**src/rtl/wb_port_splitter.sv**
```systemverilog
// Registered 1-to-NUM_PORTS Wishbone classic splitter with bus timeout,
// unmapped-port error response and master-abort handling.
module wb_port_splitter #(
  parameter int unsigned NUM_PORTS = 8,
  parameter int unsigned ADR_WIDTH = 12,
  parameter int unsigned DAT_WIDTH = 32,
  parameter int unsigned SEL_LSB   = 6,
  parameter int unsigned SEL_BITS  = 3,
  parameter int unsigned TIMEOUT   = 255
) (
  input  logic                               wb_clk_i,
  input  logic                               wb_rst_n_i,
  input  logic                               wb_cyc_i,
  input  logic                               wb_stb_i,
  input  logic                               wb_we_i,
  input  logic [ADR_WIDTH-1:0]               wb_adr_i,
  input  logic [DAT_WIDTH-1:0]               wb_dat_i,
  input  logic [DAT_WIDTH/8-1:0]             wb_sel_i,
  output logic                               wb_ack_o,
  output logic                               wb_err_o,
  output logic                               wb_rty_o,
  output logic [DAT_WIDTH-1:0]               wb_dat_o,
  output logic [NUM_PORTS-1:0]               wbvec_cyc_o,
  output logic [NUM_PORTS-1:0]               wbvec_stb_o,
  output logic [NUM_PORTS-1:0]               wbvec_we_o,
  output logic [NUM_PORTS*ADR_WIDTH-1:0]     wbvec_adr_o,
  output logic [NUM_PORTS*DAT_WIDTH-1:0]     wbvec_dat_o,
  output logic [NUM_PORTS*(DAT_WIDTH/8)-1:0] wbvec_sel_o,
  input  logic [NUM_PORTS-1:0]               wbvec_ack_i,
  input  logic [NUM_PORTS-1:0]               wbvec_err_i,
  input  logic [NUM_PORTS*DAT_WIDTH-1:0]     wbvec_dat_i,
  output logic [7:0]                         timeout_count_o,
  output logic [SEL_BITS-1:0]                last_err_port_o
);

  localparam int unsigned SW = DAT_WIDTH / 8;
  localparam logic [1:0] IDLE   = 2'd0;
  localparam logic [1:0] ACTIVE = 2'd1;
  localparam logic [1:0] RESP   = 2'd2;
  localparam logic [15:0] TMO_LAST = 16'(TIMEOUT - 1);

  logic [1:0]           state;
  logic [SEL_BITS-1:0]  idx;
  logic [ADR_WIDTH-1:0] adr_q;
  logic [DAT_WIDTH-1:0] dat_q;
  logic [SW-1:0]        sel_q;
  logic                 we_q;
  logic [15:0]          tmo_cnt;

  logic [SEL_BITS-1:0]  req_idx;
  logic                 req_mapped;
  logic                 sel_ack;
  logic                 sel_err;
  logic [DAT_WIDTH-1:0] sel_dat;

  assign req_idx    = wb_adr_i[SEL_LSB +: SEL_BITS];
  assign req_mapped = 32'(req_idx) < NUM_PORTS;

  assign wb_rty_o    = 1'b0;
  assign wbvec_adr_o = {NUM_PORTS{adr_q}};
  assign wbvec_dat_o = {NUM_PORTS{dat_q}};
  assign wbvec_sel_o = {NUM_PORTS{sel_q}};
  assign wbvec_we_o  = {NUM_PORTS{we_q}};

  // Only the latched port is observed; responses from other ports never leak through.
  always_comb begin
    sel_ack     = 1'b0;
    sel_err     = 1'b0;
    sel_dat     = '0;
    wbvec_cyc_o = '0;
    wbvec_stb_o = '0;
    for (int unsigned i = 0; i < NUM_PORTS; i++) begin
      if (SEL_BITS'(i) == idx) begin
        sel_ack = wbvec_ack_i[i];
        sel_err = wbvec_err_i[i];
        sel_dat = wbvec_dat_i[i*DAT_WIDTH +: DAT_WIDTH];
        if (state == ACTIVE) begin
          wbvec_cyc_o[i] = 1'b1;
          wbvec_stb_o[i] = 1'b1;
        end
      end
    end
  end

  always_ff @(posedge wb_clk_i or negedge wb_rst_n_i) begin
    if (!wb_rst_n_i) begin
      state           <= IDLE;
      idx             <= '0;
      adr_q           <= '0;
      dat_q           <= '0;
      sel_q           <= '0;
      we_q            <= 1'b0;
      tmo_cnt         <= '0;
      wb_ack_o        <= 1'b0;
      wb_err_o        <= 1'b0;
      wb_dat_o        <= '0;
      timeout_count_o <= '0;
      last_err_port_o <= '0;
    end else begin
      wb_ack_o <= 1'b0;
      wb_err_o <= 1'b0;
      case (state)
        IDLE: begin
          if (wb_cyc_i && wb_stb_i) begin
            idx   <= req_idx;
            adr_q <= wb_adr_i;
            dat_q <= wb_dat_i;
            sel_q <= wb_sel_i;
            we_q  <= wb_we_i;
            if (!req_mapped) begin
              state           <= RESP;
              wb_err_o        <= 1'b1;
              wb_dat_o        <= '0;
              last_err_port_o <= req_idx;
              if (timeout_count_o != 8'hFF) timeout_count_o <= timeout_count_o + 8'd1;
            end else begin
              state   <= ACTIVE;
              tmo_cnt <= '0;
            end
          end
        end
        ACTIVE: begin
          // Abort takes priority: with the master gone, any response is meaningless.
          if (!wb_cyc_i) begin
            state <= IDLE;
          end else if (sel_ack) begin
            state    <= RESP;
            wb_ack_o <= 1'b1;
            wb_dat_o <= sel_dat;
          end else if (sel_err) begin
            state    <= RESP;
            wb_err_o <= 1'b1;
            wb_dat_o <= '0;
          end else if (tmo_cnt == TMO_LAST) begin
            state           <= RESP;
            wb_err_o        <= 1'b1;
            wb_dat_o        <= '0;
            last_err_port_o <= idx;
            if (timeout_count_o != 8'hFF) timeout_count_o <= timeout_count_o + 8'd1;
          end else begin
            tmo_cnt <= tmo_cnt + 16'd1;
          end
        end
        RESP:    state <= IDLE;
        default: state <= IDLE;
      endcase
    end
  end

endmodule
```
**config.mk**
```make
export PLATFORM = sky130hd
export DESIGN_NAME = wb_port_splitter
export DESIGN_NICKNAME = d
export VERILOG_FILES = /design/src/rtl/wb_port_splitter.sv
export SDC_FILE = /design/constraint.sdc
export NUM_CORES = 1
export LEC_CHECK = 0
export CORE_AREA = 2 2 303 305
export CTS_CLUSTER_SIZE = 8
export DETAILED_ROUTE_END_ITERATION = 8
export DIE_AREA = 0 0 305 307
export PLACE_DENSITY_LB_ADDON = 0.15
export SLEW_MARGIN = 20
export SYNTH_ARGS = -nofsm -noshare
export SYNTH_HDL_FRONTEND = slang
export SYNTH_SLANG_ARGS = --single-unit
```
**constraint.sdc**
```tcl
create_clock -name wb_clk_i -period 5.6 [get_ports wb_clk_i]
set_input_delay 1.12 -clock wb_clk_i [delete_from_list [all_inputs] [get_ports wb_clk_i]]
set_output_delay 1.12 -clock wb_clk_i [all_outputs]
set_load 0.01 [all_outputs]
```
==> impl_metrics.yaml, run 1 <==
clock_network:
  clockRootBuffer: "clkbuf_16"
  clk_path_buf_depth: 2
  post_cts_buffers: 0
  clkSlewWorstSetupHoldPaths_ns: 0.10
  cts_buffers: 9
  ctsResizeCount: 0
  cts_sinks: 112
  hold_buffers: 0
  clk-insertion-delay-late_ns: 0.40
  cts_max_level: 3
  cts_tree: "built"
setup_path:
  start_kind: "input pin"
  cp.arrival_ns: 4.28
  end_kind: "flip-flop"
  required_ns: 5.90
  crit_type: "in -> reg"
  crit_fanout: 21
synthesis:
  async_reset_ff_share_pct: 100.0
  synth_ff_type: "dfrtp_1"
  synth_cell_types: 58
  syn_inst: 983
  ys_seq_area_share_pct: 30.02
  yosys_warnings: 0
  synth_area_sq_um: 9335
  avgSynthCellArea_sq_um: 9.497
  ys_ff_latch: 112
  syn-num-nets: 1311
  synth-edff-count: 0
power:
  ir_drop_mv: 0.1452
  finalPower_mw: 8.008
  leakage_nw: 6.098
  power_density_nw_per_um2: 495.3
sta:
  finalCriticalPeriod_ns: 3.981
  post-route-period-util_pct: 71.09
  drv_slew: 0
  rsz0062_at_grt: "no"
  finalSetupTns_ns: 0
  hold_viol: 0
  worst_slack_ns: 1.619
  slew_headroom_pct: 36.11
  skew_ns: 0.01703
  tightest_slew_ns: 0.9584
  fmax_ghz: 0.2512
  hold_ws_ns: 0.4919
  setup_viol: 0
cells_and_area:
  areaGrowthSynthToFinish_pct: 73.21
  drive_gt1_share_pct: 7.554
  antenna_cells: 0
  nets: 1713
  design_area_sq_um: 16170
  fillers: 9961
global_routing:
  grt_pass1_wl_mm: 62.70
  grt_pass1_vias: 8466
  grt_max_degree: 66
  antenna_found_initial: 6
  grt_overflow: 0
  track_usage_pct: 9.246
route:
  drtAntennaViolNets: 0
  vias: 8199
  routed_wl_mm: 44.68
  drtIter0Drc: 263
  viasPerCell: 3.183
  wl_per_cell_microns: 17.35
  dr.pass1.iters: 4
  drcViolationCount: 0
floorplan:
  dieArea_sq_um: 93640
  start_util_pct: 10.29
  core_area_sq_um: 90690
  die_h_microns: 307
  ioPinCount: 779
  core.rowCount: 111
  die_w_microns: 305
status:
  status: "completed"
min_path:
  hold_class: "reg -> reg"
placement:
  post-dp-hpwl_mm: 36.90
  place_congestion: 0.7147
  place_area_sq_um: 15860
  portBuffers: 777
  pre_cts_ws_ns: 1.064
job:
  cap_violations: 0
## worst paths after layout
kind | start | to | slack (ns) | cells after the start
min | wb_dat_o[11] | wb_dat_o[11] | 0.49 | 2
max reg2reg | adr_q[8] | wb_dat_o[14] | 1.88 | 7
max | wbvec_ack_i[3] | wb_dat_o[14] | 1.62 | 8
max in group asynchronous | wb_rst_n_i | idx[1] | 3.93 | 2
min reg2reg | wb_dat_o[11] | wb_dat_o[11] | 0.49 | 2
min in group asynchronous | wb_rst_n_i | sel_q[1] | 0.59 | 1
## cell type report
type	instances	area, sq um	area share [%]
inverter	7	26.28	0.1625
clock buffer	10	239.0	1.478
clock inverter	6	67.56	0.4179
timing repair buffer	788	7861	48.62
tap	1186	1484	9.177
sequential	112	2814	17.40
multi-input combinational	467	3677	22.74
## layer usage
layer / vias to the layer above / track usage, % / share of wire (%) / routed length [microns]
li1: 3778 / - / - / -
met1: 3928 / 9.373 / 35 / 15810
met2: 454 / 17.78 / 55 / 24370
met3: 29 / 3.694 / 9.1 / 4060
met4: 10 / 1.681 / 0.84 / 376
met5: - / 0 / 0.15 / 67
## cell families after synthesis
group | Yosys count | share of synthesized area [%]
buffers and inverters | 404 | 30.68
AND/OR/NAND/NOR | 275 | 13.08
flip-flops | 112 | 30.02
multiplexers | 110 | 20.33
adder cells (fa/ha/maj) | 3 | 0.4021
AO/OA/AOI/OAI | 67 | 4.410
other | 1 | 0.04017
XOR/XNOR | 11 | 1.032
## Yosys cell counts (all sizes together), types with 2 or more instances
cell / instances / share of area [%]
nand3: 10 / 0.59
a32oi: 2 / 0.19
dfrtp: 112 / 30
nor2b: 3 / 0.20
nor2: 15 / 0.60
a211oi: 2 / 0.16
nor4: 9 / 0.76
o21a: 3 / 0.24
or4: 2 / 0.16
nand4: 9 / 0.60
a21oi: 5 / 0.27
o31ai: 2 / 0.16
ha: 3 / 0.40
o311ai: 2 / 0.19
mux4: 62 / 15
xnor2: 8 / 0.75
o21ai: 39 / 2.1
mux2: 11 / 1.4
nand3b: 2 / 0.16
nor3: 7 / 0.55
xor2: 3 / 0.28
nand2: 198 / 8.0
mux2i: 37 / 4.0
and2: 2 / 0.13
clkbuf: 25 / 1.0
o22ai: 2 / 0.13
o31a: 2 / 0.19
inv: 7 / 0.28
and3: 8 / 0.54
buf: 372 / 29
nand2b: 4 / 0.27
## report_power, final
part / switching (mW) / leakage, nW / internal (mW)
registers: 0.623 / 1.45 / 1.09
logic: 2.23 / 4.50 / 3.31
clock network: 0.422 / 0.150 / 0.332
total: 3.28 / 6.10 / 4.73
## cell usage in the layout, fill, tap and decap left out, types with 9 or more instances in the layout
cell type and n:
dfrtp_1 109, mux4_2 62, nand3_1 9, clkbuf_16 9, mux2i_1 37, nand2_1 198, buf_4 11, clkdlybuf4s50_1 776
nor2_1 15, nand4_1 9, o21ai_0 35
## worst max-delay path, stage by stage
cell             delay [ns]
clkdlybuf4s50_1        0.48
mux2_4                 0.29
mux4_2                 0.59
a311o_1                0.56
o21ai_4                0.72
buf_4                  0.34
nand2_1                0.07
o21ai_0                0.08
## stage by stage
step	instances	util, %
2_1_floorplan	983	-
6_report	2576	17.83
3_3_place_gp	2560	17.49
3_5_place_dp	2560	17.49
5_1_grt	2576	17.83
4_1_cts	2576	17.83
## registers in the layout, summed over array words and instances, names as in the netlist, 2 cells and up
name             count
tmo_cnt             16
idx                  2
adr_q               10
state                2
last_err_port_o      3
timeout_count_o      8
wb_dat_o            32
dat_q               32
sel_q                4
Power figures use the tool's default switching activity.
==> run 2: changes to the inputs <==
CORE_AREA = 2 2 304 306   (was 2 2 303 305)
DIE_AREA = 0 0 306 308   (was 0 0 305 307)
clock period = 3.5 ns   (was 5.6 ns; I/O delays follow)
==> impl_metrics.yaml, run 2 (same netlist as run 1, synthesis figures left out) <==
floorplan:
  dieArea_sq_um: 94250
  die_h_microns: 308
  start_util_pct: 10.26
  ioPinCount: 779
  core.rowCount: 111
  die_w_microns: 306
  core_area_sq_um: 90970
power:
  intPower_mw: 7.647
  power_density_nw_per_um2: 790.9
  power_switching_share_pct: 40.73
  ir_drop_mv: 0.2180
  p_clk_share_pct: 8.7
  p_switching_mw: 5.255
  leakage_nw: 6.170
  p_seq_share_pct: 20.5
  finalPower_mw: 12.90
  combPwrFrac_pct: 70.7
route:
  viasPerCell: 3.192
  wl_per_cell_microns: 17.74
  drcViolationCount: 0
  vias: 8279
  routed_wl_mm: 46.01
  dr.pass1.iters: 4
  drtIter0Drc: 256
  drtAntennaViolNets: 0
cells_and_area:
  largestRegisters: "dat_q: 32 flops, wb_dat_o: 32 flops, tmo_cnt: 16 flops"
  design_area_sq_um: 16310
  areaGrowthSynthToFinish_pct: 74.75
  layout_commonest_cell: "clkdlybuf4s50_1"
  stdcell_count: 2594
  mostFrequentLayoutCells: "clkdlybuf4s50_1 (776), nand2_1 (198), dfrtp_1 (109), mux4_2 (62), mux2i_1 (37)"
  drive_gt1_share_pct: 8.333
  nets: 1727
  fillers: 9988
  final_util_pct: 17.93
setup_path:
  required_ns: 2.80
  start_kind: "flip-flop"
  crit_fanout: 35
  cp-startpoint: "idx[1]"
  rr_startpoint: "adr_q[8]"
  cp.arrival_ns: 2.42
  crit_type: "reg -> out"
  end_kind: "primary output"
sta:
  slew_headroom_pct: 51.14
  post-route-period-util_pct: 89.03
  fmax_ghz: 0.3209
  skew_ns: 0.01537
  hold_ws_ns: 0.2235
  tightest_slew_ns: 0.7329
  hold_viol: 0
  setup_viol: 0
  finalCriticalPeriod_ns: 3.116
  drv_slew: 0
  worst_slack_ns: 0.3839
  rsz0062_at_grt: "no"
  finalSetupTns_ns: 0
clock_network:
  ctsResizeCount: 0
  clk_path_buf_depth: 2
  clkSlewWorstSetupHoldPaths_ns: 0.10
  clockRootBuffer: "clkbuf_16"
  cts_tree: "built"
  post_cts_buffers: 0
  cts_buffers: 9
  clk-insertion-delay-late_ns: 0.39
  cts_sinks: 112
  hold_buffers: 0
  cts_max_level: 3
placement:
  place_congestion: 0.7593
  pre_cts_ws_ns: 0.1206
  portBuffers: 777
  post-dp-hpwl_mm: 39.05
  dp_cells: 2574
  place_area_sq_um: 16020
global_routing:
  antenna_found_initial: 14
  grt_overflow: 0
  grt_max_degree: 62
  track_usage_pct: 9.331
  grt_pass1_wl_mm: 63.17
  grt_pass1_vias: 8393
status:
  status: "completed"
job:
  cap_violations: 0
min_path:
  hold_class: "in -> async"
-- run 2: cell count changes in the layout (fill, tap and decap cells not counted) --
| cell | before | now |
|---|---|---|
| diode_2 | 0 | 4 |
| clkinvlp_4 | 0 | 1 |
| clkinv_8 | 2 | 1 |
| inv_8 | 0 | 1 |
| clkinv_4 | 0 | 1 |
| buf_12 | 0 | 4 |
| clkbuf_8 | 1 | 0 |
| inv_6 | 4 | 1 |
| clkbuf_1 | 0 | 2 |
| buf_4 | 11 | 21 |
-- run 2: path summary, 6_finish.rpt --
| path | endpoint | slack [ns] | cells past startpoint |
|---|---|---|---|
| hold / removal | dat_q[8] | 0.22 | 1 |
| setup reg to reg | wb_dat_o[12] | 0.60 | 8 |
| hold reg to reg | wb_dat_o[30] | 0.49 | 1 |
| setup / recovery | wbvec_cyc_o[6] | 0.38 | 3 |
| min in group wb_clk_i | wb_dat_o[30] | 0.49 | 1 |
| max in group asynchronous | tmo_cnt[6] | 2.45 | 2 |
-- run 2: layer usage --
metal  routed length, microns  part of all wire, %  GRT usage [%]
met1                    15820                   34          9.172
met2                    25030                   54          17.76
met3                     4643                   10          4.075
met4                      381                 0.83          2.314
met5                      133                 0.29              0
-- run 2: power by group through the flow --
stage | Sequential, mW | Combinational [mW] | Clock [mW]
2_1_floorplan | 2.56 | 5.85 | 0
3_3_place_gp | 2.68 | 9.41 | 0
3_5_place_dp | 2.74 | 9.33 | 0
4_1_cts | 2.72 | 9.35 | 1.24
5_1_grt | 2.82 | 9.70 | 1.26
6_report | 2.65 | 9.12 | 1.13
-- run 2: area by class of cell --
class | count | area [sq um] | area share, %
antenna | 4 | 10.01 | 0.06136
clock buffer | 11 | 232.7 | 1.427
clock inverter | 5 | 52.55 | 0.3221
inverter | 7 | 26.28 | 0.1611
multi-input combinational | 467 | 3677 | 22.54
sequential | 112 | 2814 | 17.25
tap | 1186 | 1484 | 9.096
timing repair buffer | 802 | 8016 | 49.14
-- run 2: critical path: stages (launching register included) --
cell	delay (ns)
dfrtp_4	0.58
buf_4	0.47
nor3b_1	0.31
clkdlybuf4s50_1	0.60
==> run 3: changes to the inputs <==
REMOVE_ABC_BUFFERS = 1   (was default)
==> impl_metrics.yaml, run 3 (same netlist as run 1, synthesis figures left out) <==
sta:
  tightest_slew_ns: 0.6963
  drv_slew: 0
  hold_ws_ns: 0.1911
  hold_viol: 0
  setup_viol: 0
  rsz0062_at_grt: "no"
  finalCriticalPeriod_ns: 3.064
  slew_headroom_pct: 53.09
  skew_ns: 0.01021
  post-route-period-util_pct: 87.54
  finalSetupTns_ns: 0
  fmax_ghz: 0.3264
cells_and_area:
  largestRegisters: "dat_q: 32 flops, wb_dat_o: 32 flops, tmo_cnt: 16 flops"
  drive_gt1_share_pct: 8.280
  nets: 1724
  regArea_sq_um: 2814
  areaGrowthSynthToFinish_pct: 74.94
  final_util_pct: 17.95
  fillers: 10020
  layout_commonest_cell: "clkdlybuf4s50_1"
  multi_input_area_sq_um: 3677
  stdcell_count: 2589
  mostFrequentLayoutCells: "clkdlybuf4s50_1 (776), nand2_1 (198), dfrtp_1 (109), mux4_2 (62), mux2i_1 (37)"
clock_network:
  clockRootBuffer: "clkbuf_16"
  clkSlewWorstSetupHoldPaths_ns: 0.09
  cts_tree: "built"
  post_cts_buffers: 0
  cts_max_level: 3
  clk-insertion-delay-late_ns: 0.40
  ctsResizeCount: 0
  clk_path_buf_depth: 2
  cts_sinks: 112
  hold_buffers: 0
  cts_buffers: 9
floorplan:
  die_w_microns: 306
  start_util_pct: 10.26
  dieArea_sq_um: 94250
  ioPinCount: 779
  core_area_sq_um: 90970
  core.rowCount: 111
  die_h_microns: 308
setup_path:
  required_ns: 2.80
  end_kind: "primary output"
  crit_fanout: 17
  r2r_slack_ns: 0.59
  start_kind: "flip-flop"
  cp.arrival_ns: 2.36
  crit_type: "reg -> out"
placement:
  post-dp-hpwl_mm: 37.72
  dp_cells: 2571
  portBuffers: 777
  place_congestion: 0.7167
route:
  vias: 8195
  routed_wl_mm: 45.68
  wl_per_cell_microns: 17.65
  drcViolationCount: 0
  drtAntennaViolNets: 0
  viasPerCell: 3.165
  drtIter0Drc: 252
  dr.pass1.iters: 4
power:
  leakage_nw: 6.178
  ir_drop_mv: 0.2463
  power_density_nw_per_um2: 795.0
global_routing:
  track_usage_pct: 9.222
  grt_pass1_vias: 8272
  grt_pass1_wl_mm: 62.36
  grt_overflow: 0
  grt_max_degree: 53
  antenna_found_initial: 9
min_path:
  hold_class: "in -> async"
job:
  cap_violations: 0
status:
  status: "completed"
run 3: cell types whose count changed in the layout (fill, tap and decap cells not counted), sizes merged:
cell	change
clkbuf	-2
bufinv	+1
buf	-3
clkinv	+1
diode	-2
run 3: metal layers:
metal	vias up	share of wire, %	track usage (%)
met4	6	1.5	2.520
met3	30	9.2	3.443
li1	3807	-	-
met2	444	55	17.71
met5	-	0.074	0
met1	3908	35	9.219
run 3: report_power, final:
part | total, mW | switching [mW] | internal [mW]
Sequential | 2.72 | 0.976 | 1.74
Clock | 1.21 | 0.642 | 0.569
Combinational | 9.06 | 3.67 | 5.39
run 3: final timing paths:
check                              from              to  cells past startpoint
min                          wb_rst_n_i        adr_q[3]                      1
min in group wb_clk_i      wb_dat_o[13]    wb_dat_o[13]                      2
max in group asynchronous    wb_rst_n_i        adr_q[8]                      2
max                            adr_q[8]  wbvec_cyc_o[6]                      4
min reg2reg                wb_dat_o[13]    wb_dat_o[13]                      2
max reg2reg                    adr_q[8]     tmo_cnt[10]                      7
run 3: cell type report:
cell class / count / area share (%)
multi-input cells: 467 / 22.52
inverters: 7 / 0.1609
clock inverters: 7 / 0.4903
clock buffers: 9 / 1.379
repair buffers: 799 / 49.10
diodes: 2 / 0.03065
well taps: 1186 / 9.087
flip-flops and latches: 112 / 17.23
run 3: worst max-delay path, cell delays in order, from the launching register on:
cell and delay, ns:
dfrtp_4 0.60, buf_4 0.31, nand2_1 0.17, nor3b_1 0.29
clkdlybuf4s50_1 0.60
run 3: per-stage QoR:
stage	setup slack, ns	total power, mW	cell area (sq um)
final	0.4360	12.98	16330
after global routing	0.2777	13.88	16330
after CTS	0.3177	13.40	16330
after detailed placement	0.1633	12.07	16020
after global placement	0.1744	12.11	16020
after floorplan	-1.979	5.841	6497
